--- src/rtl/tug_pkg.sv ---
// rtl/tug_pkg.sv - shared types and encodings for the tug-of-war match controller
//   game_state_t : PLAY (normal moves), PAUSE (round restart), OVER (match finished)
//   WIN_*        : encodings driven on tug_game_ctrl.winner
package tug_pkg;

    typedef enum logic [1:0] {
        PLAY  = 2'd0,
        PAUSE = 2'd1,
        OVER  = 2'd2
    } game_state_t;

    localparam logic [1:0] WIN_NONE  = 2'b00;
    localparam logic [1:0] WIN_LEFT  = 2'b01;
    localparam logic [1:0] WIN_RIGHT = 2'b10;

endpackage

--- src/rtl/key_edge.sv ---
// rtl/key_edge.sv - rising-edge detector for one synchronised player key
//   clk   in  system clock
//   reset in  synchronous, active-high reset
//   key   in  key level, 1 = pressed
//   pulse out 1 for the cycle in which key rises (combinational from key and history)
module key_edge (
    input  logic clk,
    input  logic reset,
    input  logic key,
    output logic pulse
);

    logic key_q;

    // History resets to 1 so a key held through reset does not register as a press.
    always_ff @(posedge clk) begin
        if (reset) begin
            key_q <= 1'b1;
        end else begin
            key_q <= key;
        end
    end

    assign pulse = key & ~key_q;

endmodule

--- src/rtl/tug_game_ctrl.sv ---
// rtl/tug_game_ctrl.sv - round/match controller for the tug-of-war light row
//   clk, reset       system clock, synchronous active-high reset
//   key_l, key_r     synchronised player key levels, 1 = pressed
//   leds             lightOn of each cell, bit NUM_LIGHTS-1 = leftmost
//   L, R             registered one-cycle move pulses to all cells
//   res              round restart to all cells, held PAUSE_CYCLES cycles after a point
//   score_l, score_r per-player scores
//   winner           WIN_NONE / WIN_LEFT / WIN_RIGHT
//   game_over        match finished, play frozen until reset
module tug_game_ctrl
    import tug_pkg::*;
#(
    parameter int NUM_LIGHTS   = 9,
    parameter int SCORE_W      = 3,
    parameter int WIN_SCORE    = 7,
    parameter int PAUSE_CYCLES = 4
) (
    input  logic                  clk,
    input  logic                  reset,
    input  logic                  key_l,
    input  logic                  key_r,
    input  logic [NUM_LIGHTS-1:0] leds,
    output logic                  L,
    output logic                  R,
    output logic                  res,
    output logic [SCORE_W-1:0]    score_l,
    output logic [SCORE_W-1:0]    score_r,
    output logic [1:0]            winner,
    output logic                  game_over
);

    localparam int CNT_W = $clog2(PAUSE_CYCLES + 1);
    localparam logic [SCORE_W-1:0] WIN_VAL   = SCORE_W'(WIN_SCORE);
    localparam logic [CNT_W-1:0]   PAUSE_TOP = CNT_W'(PAUSE_CYCLES - 1);

    game_state_t      state;
    logic [CNT_W-1:0] pause_cnt;
    logic             l_edge;
    logic             r_edge;
    logic             point_l;
    logic             point_r;
    logic             unused_leds;

    key_edge u_edge_l (
        .clk   (clk),
        .reset (reset),
        .key   (key_l),
        .pulse (l_edge)
    );

    key_edge u_edge_r (
        .clk   (clk),
        .reset (reset),
        .key   (key_r),
        .pulse (r_edge)
    );

    // A press scores only when its own end light is lit and the opponent is not
    // pressing in the same cycle; a tie is treated as an ordinary (cancelling) move.
    assign point_l = leds[NUM_LIGHTS-1] & l_edge & ~r_edge;
    assign point_r = leds[0] & r_edge & ~l_edge;

    // Interior cells never influence scoring.
    assign unused_leds = ^leds[NUM_LIGHTS-2:1];

    always_ff @(posedge clk) begin
        if (reset) begin
            state     <= PLAY;
            pause_cnt <= '0;
            L         <= 1'b0;
            R         <= 1'b0;
            res       <= 1'b0;
            score_l   <= '0;
            score_r   <= '0;
            winner    <= WIN_NONE;
            game_over <= 1'b0;
        end else begin
            case (state)
                PLAY: begin
                    if (point_l || point_r) begin
                        // The scoring press is swallowed so the row does not step off the end.
                        L <= 1'b0;
                        R <= 1'b0;
                        if (point_l) begin
                            score_l <= score_l + 1'b1;
                        end else begin
                            score_r <= score_r + 1'b1;
                        end
                        if ((point_l && (score_l + 1'b1) == WIN_VAL) ||
                            (point_r && (score_r + 1'b1) == WIN_VAL)) begin
                            state     <= OVER;
                            winner    <= point_l ? WIN_LEFT : WIN_RIGHT;
                            game_over <= 1'b1;
                            res       <= 1'b0;
                        end else begin
                            state     <= PAUSE;
                            res       <= 1'b1;
                            pause_cnt <= PAUSE_TOP;
                        end
                    end else begin
                        L <= l_edge;
                        R <= r_edge;
                    end
                end
                PAUSE: begin
                    // Presses during the restart are dropped; res stays high until the count expires.
                    L <= 1'b0;
                    R <= 1'b0;
                    if (pause_cnt == '0) begin
                        res   <= 1'b0;
                        state <= PLAY;
                    end else begin
                        pause_cnt <= pause_cnt - 1'b1;
                    end
                end
                OVER: begin
                    L   <= 1'b0;
                    R   <= 1'b0;
                    res <= 1'b0;
                end
                default: begin
                    state <= PLAY;
                    L     <= 1'b0;
                    R     <= 1'b0;
                    res   <= 1'b0;
                end
            endcase
        end
    end

endmodule

--- config.mk ---
export PLATFORM = sky130hd
export DESIGN_NAME = tug_game_ctrl
export DESIGN_NICKNAME = d
export VERILOG_FILES = /design/src/rtl/tug_pkg.sv /design/src/rtl/key_edge.sv /design/src/rtl/tug_game_ctrl.sv
export SDC_FILE = /design/constraint.sdc
export NUM_CORES = 1
export LEC_CHECK = 0
export CAP_MARGIN = 20
export CORE_ASPECT_RATIO = 2
export CORE_MARGIN = 5
export CORE_UTILIZATION = 25
export CTS_BUF_LIST = sky130_fd_sc_hd__clkbuf_4
export DETAILED_ROUTE_END_ITERATION = 12
export MAX_ROUTING_LAYER = met4
export PLACE_DENSITY = 0.51
export RECOVER_POWER = 25
export SYNTH_ARGS = -nofsm -noshare
export SYNTH_HDL_FRONTEND = slang
export SYNTH_SLANG_ARGS = --single-unit
--- constraint.sdc ---
create_clock -name clk -period 1.4 [get_ports clk]
set_input_delay 0.28 -clock clk [delete_from_list [all_inputs] [get_ports clk]]
set_output_delay 0.28 -clock clk [all_outputs]
set_load 0.02 [all_outputs]
* Yosys cells after proc, flatten, opt, wreduce, memory -nomap -nowiden
Cells that the tools add are included.
Storage, ports and cells: logic and storage cells 62, input bits 13, output and inout port bits 12, register bits after elaboration 19
Operators by class: bitwise operators 13, eq/ne operators 8, reduce and logical (&&, ||, !) cells 14, muxes and demuxes 13, add/sub/neg operators 3
Operators by type and width (count):
- $reduce_and A3 Y1 | 4
- $mux W3 | 3
- $mux W2 | 4
- $ne A2 B2 Y1 const B | 4
- $not A1 Y1 | 7
- $add A3 B1 Y3 const B | 2
- $and A1 B1 Y1 | 6
- $eq A3 B3 Y1 const B | 2
- $pmux W2 S3 | 1
- $pmux W3 S2 | 1
- $reduce_and A4 Y1 | 1
- $logic_not A3 Y1 | 1
- $mux W1 | 3
- $reduce_or A3 Y1 | 1
- $sub A3 B1 Y3 const B | 1
- $eq A2 B1 Y1 const B | 1
- $eq A2 B2 Y1 const B | 1
- $logic_and A1 B1 Y1 | 2
- $logic_not A2 Y1 | 1
- $logic_or A1 B1 Y1 | 2
- $pmux W1 S2 | 1
- $reduce_and A2 Y1 | 1
- $reduce_bool A2 Y1 | 1

* Longest topological paths before layout
word-level depth 9, gate-level depth with buffers 5, depth with buffers taken out 5

* Modules after synthesis
A second synthesis with hierarchy kept.
Second synthesis, totals: cells, all modules 91, area total of the unflattened synthesis 898.4 um^2
Modules (own cells, without submodules):
- tug_game_ctrl | instances 1, seq. area each 340.3 um^2, cells an instance 85, area an instance 833.3 um^2
- key_edge | instances 2, seq. area each 20.0 um^2, cells an instance 3, area an instance 32.5 um^2

* Least setup slack after synthesis
Ideal clock, no wire load.
path kind register to register, start point reg score_r[0], end point reg winner[1], slack -168 ps, library setup time 95 ps, cell stages (with the launch flop) 6, period minus slack after synthesis 1568 ps, data arrival time 1473 ps, buffers on the path 0, required time 1305 ps, cells stage by stage dfxtp_1 > ha_1 > xor2_1 > and4_1 > o21ai_1 > a221oi_1
Between the ends: word-level cells in the longest chain between the ends 5
RTL lines:
- start: declaration | RTL line tug_game_ctrl.sv:27 | output logic [SCORE_W-1:0] score_r,
- start signal: assignment | RTL line tug_game_ctrl.sv:87 | score_r <= score_r + 1'b1;
- $add A3 B1 Y3 | RTL line tug_game_ctrl.sv:90 | (point_r && (score_r + 1'b1) == WIN_VAL)) begin
- $eq A3 B3 Y1 | RTL line tug_game_ctrl.sv:90
- $logic_and A1 B1 Y1 | RTL line tug_game_ctrl.sv:90
- $logic_or A1 B1 Y1 | RTL line tug_game_ctrl.sv:89 | if ((point_l && (score_l + 1'b1) == WIN_VAL) ||
- $reduce_and A3 Y1 (no source line)
- end signal: assignment | RTL line tug_game_ctrl.sv:92 | winner <= point_l ? WIN_LEFT : WIN_RIGHT;
- end: declaration | RTL line tug_game_ctrl.sv:28 | output logic [1:0] winner,
No other way between the ends. A chain may end at the register's enable or synchronous reset.

* Final worst setup path
start point reg score_l[1], end point reg winner[0]
Between the ends: word-level cells in the longest chain between the ends 5
RTL lines:
- start: declaration | RTL line tug_game_ctrl.sv:26 | output logic [SCORE_W-1:0] score_l,
- start signal: assignment | RTL line tug_game_ctrl.sv:85 | score_l <= score_l + 1'b1;
- $add A3 B1 Y3 | RTL line tug_game_ctrl.sv:89
- $eq A3 B3 Y1 | RTL line tug_game_ctrl.sv:89
- $logic_and A1 B1 Y1 | RTL line tug_game_ctrl.sv:89
- $logic_or A1 B1 Y1 | RTL line tug_game_ctrl.sv:89
- $reduce_and A3 Y1 (no source line)
No other way between the ends.

==> impl_metrics.yaml <==
status:
  outcome: "completed"
routing:
  routedWlPerCell_um: 12.3
  drt_wl_total_um: 2280
  drtIter0Drc: 8
  drc_errors: 0
  vias: 823
  drt-vias-per-instance: 4.45
  drtPass1Iterations: 4
  antenna_left: 0
cts:
  clk_path_buf_depth: 2
  cts_tree: "done"
  cts.sinks: 19
  htreeDepth: 1
  root_buffer: "clkbuf_4"
  clk_latency_ps: 290
  clkTransAtPathRegs_ps: 110
  cts_made_buffers: 3
floorplan:
  row_count: 31
  top_level_ports: 25
  start_util_pct: 25.4
  core_um2: 3570
  die_y_um: 95.2
  die-area_um2: 5010
  die_w_um: 52.6
yosys:
  ys.flop_type: "dfxtp_1"
  netlist_area_um2: 907
  ys_ff_latch: 19
  synthCells: 98
  ys_types: 32
  synth-edff-count: 0
  syn_nets: 117
  ys_seq_area_share_pct: 41.9
  syn_avg_cell_area_um2: 9.26
  async_flop_share_pct: 0
  synth_warnings: 0
timing:
  slew_violations: 0
  fin_skew_ps: 1.60
  fin_crit_sh_pct: 99.3
  rsz0062_at_grt: "true"
  timing.fmax_mhz: 720
  setup_slack_ps: 10.3
  hold_violations: 0
  slew_headroom_pct: 71.5
  setup_violations: 0
  period_minus_slack_ps: 1390
  worst_pin_slew_ps: 417
setup_path:
  ff2ff_path_depth: 6
  critPathKind: "reg -> reg"
  crit_family: "flip-flops"
  max_stage_delay_ps: 370
  critPathSlowestCell: "dfxtp_4"
  crit_top_cell: "buf_4"
  worst-path-stages: 6
  crit_buf_inv: 2
  worstSetupStartpointType: "flip-flop"
  cp.arrival_ps: 1580
  required_ps: 1590
  endpoint_kind: "flip-flop"
  cp_max_fo: 3
  cp_cell_sequence: "buf_4 > ha_2 > and4_1 > buf_4 > o21ai_4 > a21oi_2"
layout:
  syn2layout_area_growth_pct: 53.2
  final_core_util_pct: 39.0
  antenna_cells: 0
  n_fill_cell: 381
  fin_nets: 156
  drive_gt1_share_pct: 35.3
global_route:
  grt_pass1_vias: 905
  grt_use_total_pct: 10.7
  grt_max_degree: 11
  grt_remaining_overflow: 0
  antenna_found_initial: 0
  grt_pass1_wl_um: 3970
pwr:
  power.internal_mw: 0.756
  ir_drop_mv: 0.455
  powerDensity_nw_per_um2: 726
  seqPwrFrac_pct: 56.1
  combinationalPowerShare_pct: 14.8
  clkPwrFrac_pct: 29.2
  leakagePower_nw: 0.598
  power.total_mw: 1.01
  p_sw_mw: 0.253
  switching_share_pct: 25.1
min_path:
  worstHoldPathType: "in -> reg"
  hold_path_depth: 2
placed_design:
  dp_hpwl_um: 1820
  dp_slack_ps: -404
  gp_congestion: 0.851
  portBuffers: 17
flow_run:
  maxCapViolations: 0
[final timing paths]
check                                              from                      to  slack [ps]
worst max-delay path            score_l[1]$_SDFFE_PP0P_  winner[0]$_SDFFE_PP0P_          10
worst min-delay path                            leds[8]            L$_SDFF_PP0_         250
worst max register to register  score_l[1]$_SDFFE_PP0P_  winner[0]$_SDFFE_PP0P_          10
worst min register to register   game_over$_SDFFE_PP0P_  game_over$_SDFFE_PP0P_         460
[power by group through the flow]
stage	clock network, mW	logic [mW]	registers [mW]
6_report	0.294	0.149	0.566
5_1_grt	0.322	0.165	0.569
4_1_cts	0.311	0.147	0.566
3_5_place_dp	0	0.145	0.577
3_3_place_gp	0	0.141	0.576
2_1_floorplan	0	0.0679	0.584
[cell families (layout without fill, tap and decap cells)]
family                   after synthesis  in the layout  synth area share, %
AO/OA/AOI/OAI                         18             18                 14.9
AND/OR/NAND/NOR                       35             35                 22.3
XOR/XNOR                               6              6                 5.79
buffers and inverters                 13             51                 5.52
adder cells (fa/ha/maj)                6              6                 8.28
multiplexers                           1              1                 1.24
flip-flops                            19             19                 41.9
[placed cells by master (no fill, tap or decap), drive strengths merged, types with 2 or more instances in the layout]
cell type,instances
a2111oi,2
a211oi,3
a21oi,3
a221oi,2
and3,3
and3b,3
and4,2
buf,18
clkbuf,8
clkdlybuf4s15,3
dfxtp,19
dlygate4sd2,10
ha,6
inv,10
nand2,2
nand2b,2
nand4,6
nor2,10
nor3,2
o21ai,2
or2,3
xnor2,2
xor2,4
[worst register-to-register path: stages, from the launching register on]
cell,delay (ps)
dfxtp_4,370
buf_4,140
ha_2,170
and4_1,230
buf_4,160
o21ai_4,170
a21oi_2,60
[state kept, by name, summed over array words and instances, names as in the netlist]
| register | cells |
|---|---|
| u_edge_r.key_q | 1 |
| score_l | 3 |
| u_edge_l.key_q | 1 |
| state | 2 |
| score_r | 3 |
| res | 1 |
| R | 1 |
| L | 1 |
| game_over | 1 |
| pause_cnt | 3 |
| winner | 2 |
[metrics by stage]
stage / TNS (ps) / instance area, µm² / hold slack, ps / instances
final: 0 / 1390 / 254 / 185
after global placement: -4490 / 1280 / 447 / 177
after floorplan: 0 / 937 / 377 / 98
after CTS: 0 / 1360 / 333 / 184
after global routing: -242 / 1390 / 286 / 185
after detailed placement: -4810 / 1280 / 452 / 177
[final cells by class]
type,count,area (µm²),area share [%]
clock buffer,4,30.0,2.16
inverter,10,37.5,2.70
multi-input combinational,66,566,40.7
sequential,19,398,28.6
tap,49,61.3,4.41
timing repair buffer,37,298,21.4
[cells in the mapped netlist, types with 2 or more instances]
| master | count | area, µm² |
|---|---|---|
| dfxtp_1 | 19 | 380 |
| o21ai_1 | 2 | 10.0 |
| a2111oi_0 | 2 | 17.5 |
| nand2b_1 | 2 | 12.5 |
| ha_1 | 6 | 75.1 |
| a211oi_1 | 2 | 15.0 |
| nor2_1 | 10 | 37.5 |
| or2_1 | 3 | 18.8 |
| nor3_1 | 2 | 10.0 |
| xor2_1 | 4 | 35.0 |
| nand2_1 | 2 | 7.51 |
| xnor2_1 | 2 | 17.5 |
| and4_1 | 2 | 17.5 |
| nand4_1 | 6 | 37.5 |
| clkbuf_1 | 2 | 7.51 |
| and3_1 | 3 | 18.8 |
| a221oi_1 | 2 | 17.5 |
| a21oi_1 | 3 | 15.0 |
| and3b_1 | 2 | 17.5 |
| inv_1 | 10 | 37.5 |
[metal layers]
metal	vias to the layer above	routed length [µm]	global-route usage (%)
met3	4	53	2.03
met2	8	1350	19.6
met5	-	0	-
met1	391	818	10.1
met4	0	67	5.76
li1	420	-	-
[what timing repair did]
| action | in CTS | in global routing |
|---|---|---|
| cloned | 0 | 0 |
| buffers inserted | 3 | 1 |
| resized for setup | 29 | 14 |
| hold buffers | 0 | 0 |
| endpoints found under the setup margin | 20 | 15 |
| pin swaps | 12 | 7 |
Note: power is estimated with default switching activity, not from simulation.
